`src/rtl/mem_access_unit.sv`:
```
//------------------------------------------------------------------------------
// mem_access_unit : RISC-V style load/store sequencer for a word-wide memory
// (read-modify-write for sub-word stores). Optional macro: MISALIGN_TRAP_EN.
// Revision: 1.0
//------------------------------------------------------------------------------
`default_nettype none

module mem_access_unit #(
  parameter int WORDS      = 10,
  parameter int DATA_WIDTH = 32
) (
  input  logic                  clk_i,
  input  logic                  reset_ni,
  input  logic                  req_i,
  input  logic                  we_i,
  input  logic [2:0]            funct3_i,
  input  logic [WORDS+1:0]      addr_i,
  input  logic [DATA_WIDTH-1:0] wdata_i,
  output logic [DATA_WIDTH-1:0] rdata_o,
  output logic                  busy_o,
  output logic                  done_o,
  output logic                  err_o,
  output logic [WORDS-1:0]      mem_addr_o,
  output logic [DATA_WIDTH-1:0] mem_data_o,
  input  logic [DATA_WIDTH-1:0] mem_data_i,
  output logic                  mem_wr_no,
  output logic                  mem_rd_no
);

  localparam logic [1:0] S_IDLE  = 2'd0;
  localparam logic [1:0] S_READ  = 2'd1;
  localparam logic [1:0] S_WRITE = 2'd2;
  localparam logic [1:0] S_DONE  = 2'd3;

  logic [1:0]            state_q, state_d;
  logic                  we_q;
  logic [2:0]            funct3_q;
  logic [WORDS+1:0]      addr_q;
  logic [DATA_WIDTH-1:0] wdata_q;
  logic [DATA_WIDTH-1:0] word_q;
  logic [DATA_WIDTH-1:0] rdata_q;

  logic                  accept;
  logic                  req_byte, req_half, req_word;
  logic [WORDS+1:0]      addr_eff;

  // Reserved size codes fall through to word width.
  assign req_byte = (funct3_i[1:0] == 2'b00);
  assign req_half = (funct3_i[1:0] == 2'b01);
  assign req_word = !req_byte && !req_half;
  assign accept   = (state_q == S_IDLE) && req_i;

  always_comb begin
    addr_eff = addr_i;
    if (req_half) addr_eff[0]   = 1'b0;
    if (req_word) addr_eff[1:0] = 2'b00;
  end

`ifdef MISALIGN_TRAP_EN
  logic misalign;
  logic err_q;

  assign misalign = (req_half && addr_i[0]) || (req_word && (addr_i[1:0] != 2'b00));

  always_ff @(posedge clk_i or negedge reset_ni) begin
    if (!reset_ni) begin
      err_q <= 1'b0;
    end else if (accept) begin
      err_q <= misalign;
    end
  end

  assign err_o = err_q && (state_q == S_DONE);
`else
  assign err_o = 1'b0;
`endif

  function automatic logic [31:0] fmt_load(input logic [31:0] w, input logic [2:0] f3,
                                           input logic [1:0] a);
    logic [7:0]  b;
    logic [15:0] h;
    logic [31:0] r;
    case (a)
      2'd0:    b = w[7:0];
      2'd1:    b = w[15:8];
      2'd2:    b = w[23:16];
      default: b = w[31:24];
    endcase
    h = a[1] ? w[31:16] : w[15:0];
    case (f3[1:0])
      2'b00:   r = f3[2] ? {24'h0, b} : {{24{b[7]}}, b};
      2'b01:   r = f3[2] ? {16'h0, h} : {{16{h[15]}}, h};
      default: r = w;
    endcase
    return r;
  endfunction

  function automatic logic [31:0] merge_store(input logic [31:0] w, input logic [31:0] d,
                                              input logic [2:0] f3, input logic [1:0] a);
    logic [31:0] r;
    r = w;
    case (f3[1:0])
      2'b00: begin
        case (a)
          2'd0:    r[7:0]   = d[7:0];
          2'd1:    r[15:8]  = d[7:0];
          2'd2:    r[23:16] = d[7:0];
          default: r[31:24] = d[7:0];
        endcase
      end
      2'b01: begin
        if (a[1]) r[31:16] = d[15:0];
        else      r[15:0]  = d[15:0];
      end
      default: r = d;
    endcase
    return r;
  endfunction

  always_comb begin
    state_d = state_q;
    case (state_q)
      S_IDLE: begin
        if (req_i) begin
`ifdef MISALIGN_TRAP_EN
          if (misalign)               state_d = S_DONE;
          else if (we_i && req_word)  state_d = S_WRITE;
          else                        state_d = S_READ;
`else
          if (we_i && req_word) state_d = S_WRITE;
          else                  state_d = S_READ;
`endif
        end
      end
      S_READ:  state_d = we_q ? S_WRITE : S_DONE;
      S_WRITE: state_d = S_DONE;
      default: state_d = S_IDLE;
    endcase
  end

  always_ff @(posedge clk_i or negedge reset_ni) begin
    if (!reset_ni) begin
      state_q  <= S_IDLE;
      we_q     <= 1'b0;
      funct3_q <= 3'b000;
      addr_q   <= '0;
      wdata_q  <= '0;
      word_q   <= '0;
      rdata_q  <= '0;
    end else begin
      state_q <= state_d;
      if (accept) begin
        we_q     <= we_i;
        funct3_q <= funct3_i;
        addr_q   <= addr_eff;
        wdata_q  <= wdata_i;
      end
      // Memory presents read data on the negedge inside READ.
      if (state_q == S_READ) begin
        word_q <= mem_data_i;
        if (!we_q) rdata_q <= fmt_load(mem_data_i, funct3_q, addr_q[1:0]);
      end
    end
  end

  assign rdata_o    = rdata_q;
  assign busy_o     = (state_q != S_IDLE);
  assign done_o     = (state_q == S_DONE);
  assign mem_addr_o = addr_q[WORDS+1:2];
  assign mem_data_o = merge_store(word_q, wdata_q, funct3_q, addr_q[1:0]);
  assign mem_rd_no  = (state_q != S_READ);
  assign mem_wr_no  = (state_q != S_WRITE);

endmodule

`default_nettype wire

```
`config.mk`:
```
export PLATFORM = sky130hd
export DESIGN_NAME = mem_access_unit
export DESIGN_NICKNAME = d
export VERILOG_FILES = /design/src/rtl/mem_access_unit.sv
export SDC_FILE = /design/constraint.sdc
export NUM_CORES = 1
export LEC_CHECK = 0
export BUFFER_PORTS_ARGS = -buffer_cell sky130_fd_sc_hd__buf_2
export CAP_MARGIN = 20
export CORE_UTILIZATION = 50
export CTS_CLUSTER_DIAMETER = 30
export DETAILED_ROUTE_END_ITERATION = 10
export PLACE_DENSITY = 0.87
export SYNTH_ARGS = -nofsm -noshare
export SYNTH_HDL_FRONTEND = slang
export SYNTH_SLANG_ARGS = --single-unit
```
`constraint.sdc`:
```
create_clock -name clk_i -period 2.36 [get_ports clk_i]
set_input_delay 0.472 -clock clk_i [delete_from_list [all_inputs] [get_ports clk_i]]
set_output_delay 0.472 -clock clk_i [all_outputs]
set_load 0.005 [all_outputs]
```
Yosys cells after proc, flatten, opt, wreduce, memory -nomap -nowiden
Index checks and enable logic that the tools add are counted.
{"block": "totals", "reg_bits": 114, "in_bits": 83, "output_inout_bits": 79, "word_cells": 48}
{"block": "classes", "n_eq_ne": 10, "n_mux": 18, "bitwise_logic": 1, "n_reduce_logical": 12}
{"operator": "case mux 32 bit (2 select lines)", "n": 2}
{"operator": "two-way mux 32 bit", "n": 2}
{"operator": "two-way mux 16 bit", "n": 3}
{"operator": "two-way mux 8 bit", "n": 4}
{"operator": "case mux 8 bit (3 select lines)", "n": 1}
{"operator": "== test 2 x 1 -> 1 bit (second input constant)", "n": 4}
{"operator": "zero test 2 bit", "n": 4}
{"operator": "== test 2 bit (second input constant)", "n": 3}
{"operator": "two-way mux 2 bit", "n": 3}
{"operator": "case mux 2 bit (3 select lines)", "n": 1}
{"operator": "inequality test 2 bit (second input constant)", "n": 2}
{"operator": "logical AND 1 bit", "n": 3}
{"operator": "OR reduction 3 bit", "n": 1}
{"operator": "zero test 1 bit", "n": 2}
{"operator": "two-way mux 1 bit", "n": 2}
{"operator": "inequality test 2 x 1 -> 1 bit (second input constant)", "n": 1}
{"operator": "AND reduction 2 bit", "n": 1}
{"operator": "nonzero test 2 bit", "n": 1}
{"operator": "NOT 1 bit", "n": 1}

Depth between registers and ports, before layout
Gate-level depths: netlist (run 1).
{"block": "depth", "word_depth": 7, "mapped_depth": 8, "depth_no_buf": 6}

Worst setup path before layout (run 1)
No wires, ideal clock.
{"block": "synth_timing", "path_type": "reg2out", "startpoint": "register funct3_q[0]", "endpoint": "output mem_data_o[5]", "t_arrival_ns": 1.415, "required_ns": 1.888, "setup_slack_ns": 0.473, "path_stages_with_launch": 6, "path_buffers": 2, "cell_sequence": "dfrtp_1 > nand2b_1 > buf_2 > a21oi_4 > buf_4 > mux2_2"}
{"block": "synth_via", "elab_chain_cells": 2, "word_cells_on_any_way": 3, "classes_between": "eq/ne (1); mux (1); reduce/logical (1)"}
{"element": "start, declared", "line_no": "37", "text": "logic [2:0] funct3_q;"}
{"element": "start signal, assigned", "line_no": "154", "text": "funct3_q <= funct3_i;"}
{"element": "== test 2 x 1 -> 1 bit / zero test 2 bit (equally long branches)", "line_no": "102", "text": "case (f3[1:0])"}
{"element": "case mux 32 bit (2 select lines) *", "line_no": "102"}
{"element": "end, declared", "line_no": "24", "text": "output logic [DATA_WIDTH-1:0] mem_data_o,"}
Mark *: on every way between the ends. The rest lies on a longest branch, timed or not.

Worst setup path in the final report (run 1)
{"block": "layout_timing", "startpoint": "register funct3_q[0]", "endpoint": "output mem_data_o[25]"}
Same word-level chain as after synthesis.

==> results.yml, run 1 <==
run_status:
  outcome: "finished clean"
global_route:
  grt_pass1_vias: 5043
  grtUsageTotal_pct: 28.6
  gr-total-overflow: 0
  grt_pass1_wl_mm: 26.9
  antenna_found_initial: 0
  grt_max_degree: 59
power_and_ir_drop:
  peakVddDrop_mv: 0.831
  p_total_uw: 11900
  powerDensity_mw_per_mm2: 1570
  p_leak_uw: 0.00348
sta:
  setup_viol: 0
  fin_crit_sh_pct: 98.4
  max_freq_ghz: 0.431
  tightest_slew_ns: 0.741
  slew_headroom_pct: 50.2
  drv_slew: 0
  fin_ws_ns: 0.0389
  hold_viol: 0
  whs_ns: 0.0498
  skew_ns: 0.0111
  period_minus_slack_ns: 2.32
synthesis:
  syn_inst: 530
  yosysMostFrequentCell: "dfrtp_1"
  ys_warn_count: 0
  synth_edf_count: 0
  synth_common_cells: "dfrtp_1 (114), mux2_2 (94), nand2_1 (50), a21oi_1 (35), nor2_1 (29)"
  synthTopCellsByArea: "dfrtp_1 (48%), mux2_2 (18%), nand2_1 (3.2%)"
  synth_fp_nets: 617
  async_reset_ff_share_pct: 100
  yosysTopAreaCell: "dfrtp_1"
  synth_top_area_share_pct: 48.4
  ys_seq_area_share_pct: 48.4
  synth.avg_cell_area_sq_um: 11.1
  yosys.cell_types.count: 48
  ys.flop_type: "dfrtp_1"
  syn_area_sq_mm: 0.00590
  ys_ff_latch: 114
setup_path:
  crit_fanout: 8
  critPathArrivalTime_ns: 1.85
  rr_worst_depth: 6
  cp-end-kind: "primary output"
  start_kind: "flop"
  worstPathRequired_ns: 1.89
  worst_r2r_endpoint: "rdata_o[19]$_DFFE_PN0P_"
  rr_startpoint: "addr_q[1]$_DFFE_PN0P_"
  path_class: "reg -> out"
  r2r_setup_slack_ns: 0.17
drt:
  detail-route-antenna-nets: 0
  wl_per_cell_um: 20.3
  drt_iter0_markers: 434
  via_count: 5038
  dr.pass1.iters: 5
  drc: 0
  wirelength_mm: 17.2
  via_per_inst: 5.96
layout:
  num_antenna_cells: 0
  syn_to_final_growth_pct: 29.0
  nets: 776
  regArea_sq_mm: 0.00286
  multi_input_area_sq_mm: 0.00284
  finalNonFillerCells: 845
  final_core_util_pct: 66.3
  drive_above_1_share_pct: 50.4
  fill_cells: 850
clock_network:
  hold_buffers: 0
  cts-root-buf: "clkbuf_16"
  cts_buffers: 17
  cts.reportedPaths.clkPinSlew_ns: 0.06
  htree_levels: 4
  clk_path_buf_depth: 2
  cts_sinks: 114
  cts_tree: "done"
  clock_latency_ns: 0.41
placement:
  dp_cells: 801
  port_buffers: 160
  hpwl_mm: 12.1
  pre_cts_ws_ns: 0.0377
  gp_congestion: 0.930
die:
  rows: 39
  dieArea_sq_mm: 0.0122
  start_util_pct: 51.4
  die_h_um: 111
  pin_count: 162
  core_sq_mm: 0.0115
  die_w_um: 111
hold_path:
  hold_path.class: "in -> async"
run:
  maxCapViolCount: 0
==> cell type report <==
cell class	instances	share of cell area (%)
clock buffers	17	5.59
clock inverters	15	2.43
inverters	7	0.378
multi-input cells	360	37.3
flip-flops and latches	114	37.6
well taps	143	2.35
repair buffers	189	14.3
==> worst max-delay path: stages, from the launching register on <==
cell and delay, ns:
dfrtp_1 0.42, buf_6 0.15, and2_4 0.17, a22oi_2 0.19, o21ai_1 0.10, mux2_2 0.28
buf_2 0.13
==> cells in the final DEF, fill, tap and decap left out, types with 17 or more instances in the layout <==
cell	netlist	layout
mux2_2	94	94
nand2_1	50	49
buf_4	13	21
buf_2	16	159
o21ai_0	27	20
a21oi_1	35	28
clkbuf_16	0	17
nor2_1	29	27
dfrtp_1	114	111
mux2i_1	18	18
==> how the worst max path moves through the flow <==
stage	slack, ns	startpoint	depth (start not counted)	end
after global placement	0.21	mem_data_i[15]	5	rdata_o[30]$_DFFE_PN0P_
after floorplan	0.47	funct3_q[0]$_DFFE_PN0P_	5	mem_data_o[5]
final	0.04	funct3_q[0]$_DFFE_PN0P_	6	mem_data_o[25]
after CTS	0.002	funct3_q[0]$_DFFE_PN0P_	6	mem_data_o[26]
after detailed placement	0.04	mem_data_i[15]	5	rdata_o[19]$_DFFE_PN0P_
after global routing	-0.01	funct3_q[0]$_DFFE_PN0P_	6	mem_data_o[25]
==> metrics by stage <==
step                TNS [ns]  instance area (sq um)
global placement           0                   6780
global route         -0.0297                   7610
CTS                        0                   7490
detailed placement         0                   6780
floorplan                  0                   5900
finish                     0                   7610
==> power by group <==
group	switching, uW	internal (uW)
logic	2630	2810
registers	861	2990
clock network	965	1670
==> kinds of logic after synthesis <==
family / after synthesis / synth area share [%]
fa+ha+maj: 4 / 0.849
flops: 114 / 48.4
mux: 112 / 21.0
buf+inv: 56 / 4.99
compound gates: 133 / 15.7
simple gates: 110 / 9.02
other cells: 1 / 0.0636
==> repair_timing <==
action / in CTS / in global routing
gates resized for setup: 16 / 22
pin swaps: 2 / 3
setup buffers: 6 / 5
setup endpoints to repair: 32 / 29
==> layer usage <==
layer / vias up / GRT usage, % / part of all wire [%]
li1: 2232 / - / -
met1: 2494 / 36.8 / 41
met2: 265 / 46.1 / 49
met3: 47 / 7.03 / 7.0
met4: 0 / 11.8 / 2.7
met5: - / 0 / 0
==> state kept, by name, summed over array words and instances (netlist names) <==
signal / cells
rdata_o: 32
wdata_q: 32
word_q: 32
addr_q: 12
funct3_q: 3
state_q: 2
we_q: 1
No activity file was read; power rests on OpenSTA's default activity.
==> run 2: changes to the inputs <==
PLACE_DENSITY = 0.77   (was 0.87)
==> run 2 against run 1 <==
Die area unchanged. Combinational power decreased by 2%. Utilization decreased by 0.73 points. Clock skew decreased by 0.0022 ns. Sequential cell count unchanged. Critical path type unchanged. Largest cell class unchanged. Highest routed layer is now met5.
==> results.yml, run 2 (synthesis gave the netlist of run 1 again) <==
clock_network:
  cts.reportedPaths.clkPinSlew_ns: 0.06
  htree_levels: 4
  cts_buffers: 17
  clock_latency_ns: 0.41
  cts-root-buf: "clkbuf_16"
  cts_sinks: 114
  clk_path_buf_depth: 2
  cts_tree: "done"
setup_path:
  r2r_setup_slack_ns: 0.46
  start_kind: "flop"
  path_class: "reg -> out"
  rr_worst_depth: 5
  worstPathRequired_ns: 1.89
  cp-end-kind: "primary output"
  critPathArrivalTime_ns: 1.86
  crit_fanout: 8
placement:
  port_buffers: 160
  gp_congestion: 0.879
  dp_cells: 801
  dpl_cell_area_sq_mm: 0.00678
  hpwl_mm: 11.3
sta:
  fin_crit_sh_pct: 98.7
  setup_tns_ns: 0
  hold_viol: 0
  slew_headroom_pct: 61.2
  tightest_slew_ns: 0.581
  period_minus_slack_ns: 2.33
  max_freq_ghz: 0.429
  rsz0062_at_grt: "true"
  drv_slew: 0
  skew_ns: 0.00882
  setup_viol: 0
global_route:
  grt_pass1_vias: 4853
  grt_pass1_wl_mm: 25.4
  grtUsageTotal_pct: 26.7
  grt_max_degree: 59
  gr-total-overflow: 0
  antenna_found_initial: 1
layout:
  nets: 777
  final_core_util_pct: 65.6
  fin_area_sq_mm: 0.00752
  drive_above_1_share_pct: 48.9
  num_antenna_cells: 0
  final_common_cell: "buf_2"
  finalNonFillerCells: 846
  fill_cells: 875
  layout_common_cells: "buf_2 (159), dfrtp_1 (112), mux2_2 (94)"
  syn_to_final_growth_pct: 27.5
drt:
  via_count: 4928
  drc: 0
  via_per_inst: 5.83
  wl_per_cell_um: 19.2
  drt_iter0_markers: 483
  dr.pass1.iters: 5
  detail-route-antenna-nets: 0
  wirelength_mm: 16.2
hold_path:
  whs_path_depth: 2
  hold_path.class: "in -> reg"
power_and_ir_drop:
  p_total_uw: 11500
  p_leak_uw: 0.00344
  powerDensity_mw_per_mm2: 1530
  peakVddDrop_mv: 0.843
run:
  maxCapViolCount: 0
die:
  rows: 39
  die_w_um: 111
  pin_count: 162
  die_h_um: 111
  dieArea_sq_mm: 0.0122
  core_sq_mm: 0.0115
  start_util_pct: 51.4
run_status:
  outcome: "finished clean"
-- run 2: cell count changes in the layout (fill, tap and decap cells not counted), sizes merged --
| cell | previous run | this run |
|---|---|---|
| clkbuf | 17 | 22 |
| clkinv | 9 | 7 |
| bufinv | 3 | 1 |
| dlygate4sd3 | 0 | 1 |
| inv | 8 | 7 |
-- run 2: layout make-up --
cell class	instances	area, sq um	share of cell area (%)
clock inverter	10	87.6	1.16
inverter	7	28.8	0.383
timing repair buffer	190	1100	14.6
sequential	114	2860	38.0
clock buffer	22	454	6.04
tap	143	179	2.38
multi-input combinational	360	2820	37.4
-- run 2: through the flow --
stage	hold WS (ns)	setup slack, ns
2_1_floorplan	0.176	0.473
3_3_place_gp	0.427	0.176
3_5_place_dp	0.432	0.0702
4_1_cts	0.283	0.0136
5_1_grt	0.282	-0.0295
6_report	0.293	0.0299
-- run 2: per-layer routing --
layer,global-route usage (%),part of all wire [%],vias up
met2,42.6,48,264
met5,0,0.062,-
met4,10.5,3.1,2
met3,8.23,8.3,42
li1,-,-,2233
met1,34.0,41,2387
-- run 2: where the power goes --
part | leakage, uW | switching [uW] | internal [uW]
combinational | 0.00184 | 2520 | 2800
clock | 0.000264 | 882 | 1470
sequential | 0.00134 | 832 | 2990
total | 0.00344 | 4230 | 7250
-- run 2: path summary, 6_finish.rpt --
kind | startpoint | endpoint
max in group asynchronous | reset_ni | funct3_q[1]$_DFFE_PN0P_
worst min register to register | rdata_o[2]$_DFFE_PN0P_ | rdata_o[2]$_DFFE_PN0P_
worst min-delay path | wdata_i[17] | wdata_q[17]$_DFFE_PN0P_
worst max register to register | funct3_q[1]$_DFFE_PN0P_ | rdata_o[17]$_DFFE_PN0P_
worst max-delay path | addr_q[1]$_DFFE_PN0P_ | mem_data_o[25]
min in group asynchronous | reset_ni | wdata_q[14]$_DFFE_PN0P_
-- run 2: critical path, stage by stage, from the launching register on --
cell,delay (ns)
dfrtp_2,0.44
buf_4,0.15
and2_4,0.19
a22oi_1,0.17
o21ai_1,0.12
mux2_2,0.26
buf_2,0.12
-- run 2: what timing repair did --
action | CTS | global route
gates resized for setup | 10 | 20
hold endpoints to repair | 5 | 0
hold buffers | 1 | 0
gates cloned | 0 | 0
setup endpoints to repair | 32 | 29
setup buffers | 7 | 3
pin swaps | 1 | 3
==> run 3: changes to the inputs <==
BUFFER_PORTS_ARGS = default   (was -buffer_cell sky130_fd_sc_hd__buf_2)
DONT_BUFFER_PORTS = 1   (was default)
PLACE_DENSITY = default   (was 0.77)
==> run 3 against run 2 <==
The flow now finishes with violations (negative hold slack). Clock power grew 25%. Total power down 3.8%. Cell count is 19% lower. Setup slack better by 0.075 ns. Sequential power grew 1%. Critical path depth shrank 3. Sequential cell count unchanged. Hold slack lost 0.53 ns. Clock skew down 0.00084 ns. Critical path type unchanged. Largest power group unchanged.
==> results.yml, run 3 (synthesis gave the netlist of run 1 again) <==
run_status:
  outcome: "finished, violations left"
  failed_checks: "negative hold slack"
setup_path:
  path_class: "reg -> out"
  rr_startpoint: "funct3_q[1]$_DFFE_PN0P_"
  critPathArrivalTime_ns: 1.78
  cp-end-kind: "primary output"
  worstPathRequired_ns: 1.89
  crit_path_start: "funct3_q[1]$_DFFE_PN0P_"
  crit_fanout: 11
  start_kind: "flop"
sta:
  fin_crit_sh_pct: 95.6
  hold_viol: 114
  setup_viol: 0
  period_minus_slack_ns: 2.26
  tightest_slew_ns: 0.659
  whs_ns: -0.242
  skew_ns: 0.00797
  setup_tns_ns: 0
  rsz0062_at_grt: "false"
  slew_headroom_pct: 56.0
  drv_slew: 0
  max_freq_ghz: 0.443
global_route:
  grt_pass1_vias: 4214
  grt.met2_usage_pct: 38.6
  grt_max_degree: 115
  gr-total-overflow: 0
  met3_usage_pct: 8.12
  grt_pass1_wl_mm: 24.2
  grt_busiest_layer: "met2"
  groute.layer.met1.usage_pct: 35.6
  antenna_found_initial: 0
  grtUsageTotal_pct: 25.9
drt:
  via_count: 4084
  dr.pass1.iters: 6
  drc: 0
  wirelength_mm: 15.1
  detail-route-antenna-nets: 0
  via_per_inst: 5.98
  wl_per_cell_um: 22.2
  drt_iter0_markers: 314
layout:
  final_core_util_pct: 58.8
  syn_to_final_growth_pct: 14.3
  fill_cells: 977
  final_common_cell: "dfrtp_1"
  nets: 614
  drive_above_1_share_pct: 32.6
  layout_common_cells: "dfrtp_1 (112), mux2_2 (94), nand2_1 (49)"
  num_antenna_cells: 0
clock_network:
  cts_tree: "done"
  cts_sinks: 114
  cts.reportedPaths.clkPinSlew_ns: 0.05
  cts-root-buf: "clkbuf_16"
  cts_buffers: 17
  clk_path_buf_depth: 2
  htree_levels: 4
  clock_latency_ns: 0.41
die:
  core_sq_mm: 0.0115
  die_w_um: 111
  dieArea_sq_mm: 0.0122
  pin_count: 162
  start_util_pct: 51.4
  rows: 39
  die_h_um: 111
run:
  maxCapViolCount: 0
placement:
  gp_congestion: 0.836
  hpwl_mm: 10.9
  port_buffers: 0
power_and_ir_drop:
  p_leak_uw: 0.00284
  peakVddDrop_mv: 0.788
  p_total_uw: 11000
  powerDensity_mw_per_mm2: 1640
hold_path:
  hold_path.class: "in -> async"
-- run 3: cell type report --
class,instances,area (sq um),share of cell area [%]
Sequential cell,114,2860,42.4
Clock buffer,22,474,7.04
Inverter,7,26.3,0.390
Tap cell,143,179,2.65
Timing Repair Buffer,27,231,3.43
Multi-Input combinational cell,360,2770,41.1
Clock inverter,10,203,3.01
-- run 3: report_power, final --
group / internal [uW] / switching, uW / leakage [uW]
Sequential: 2990 / 881 / 0.00134
Combinational: 2180 / 2060 / 0.00117
Clock: 2060 / 881 / 0.000330
-- run 3: critical path: stages (launching register included) --
cell and delay, ns:
dfrtp_4 0.57, buf_4 0.21, a21o_1 0.19, a221o_1 0.40
-- run 3: routing by layer --
metal  routed length (um)  up-vias
li1                     -     1899
met1                 6680     2005
met2                 7100      161
met3                 1160       19
met4                  205        0
met5                    0        -
-- run 3: worst paths after layout --
check | end | slack, ns | cells past startpoint
min in group clk_i | wdata_q[13]$_DFFE_PN0P_ | 0.21 | 1
max reg2reg | rdata_o[14]$_DFFE_PN0P_ | 0.46 | 4
max in group asynchronous | rdata_o[16]$_DFFE_PN0P_ | 2.40 | 0
min | rdata_o[24]$_DFFE_PN0P_ | -0.24 | 0
min reg2reg | wdata_q[24]$_DFFE_PN0P_ | 0.50 | 1
max | mem_data_o[13] | 0.10 | 3
-- run 3: per-stage QoR --
step	worst slack, ns	instance area, sq um	hold slack (ns)	cells
finish	0.105	6740	-0.242	683
global route	0.0356	6740	-0.263	683
CTS	0.0166	6710	-0.265	681
detailed placement	0.367	6000	0.179	647
global placement	0.385	6000	0.180	647
floorplan	0.473	5900	0.176	530
-- run 3: what timing repair did --
item                       4_1_cts  5_1_grt
setup buffers                    2        1
setup endpoints to repair       20       27
pin swaps                        1        0
hold endpoints to repair       114      114
gates resized for setup          3        8
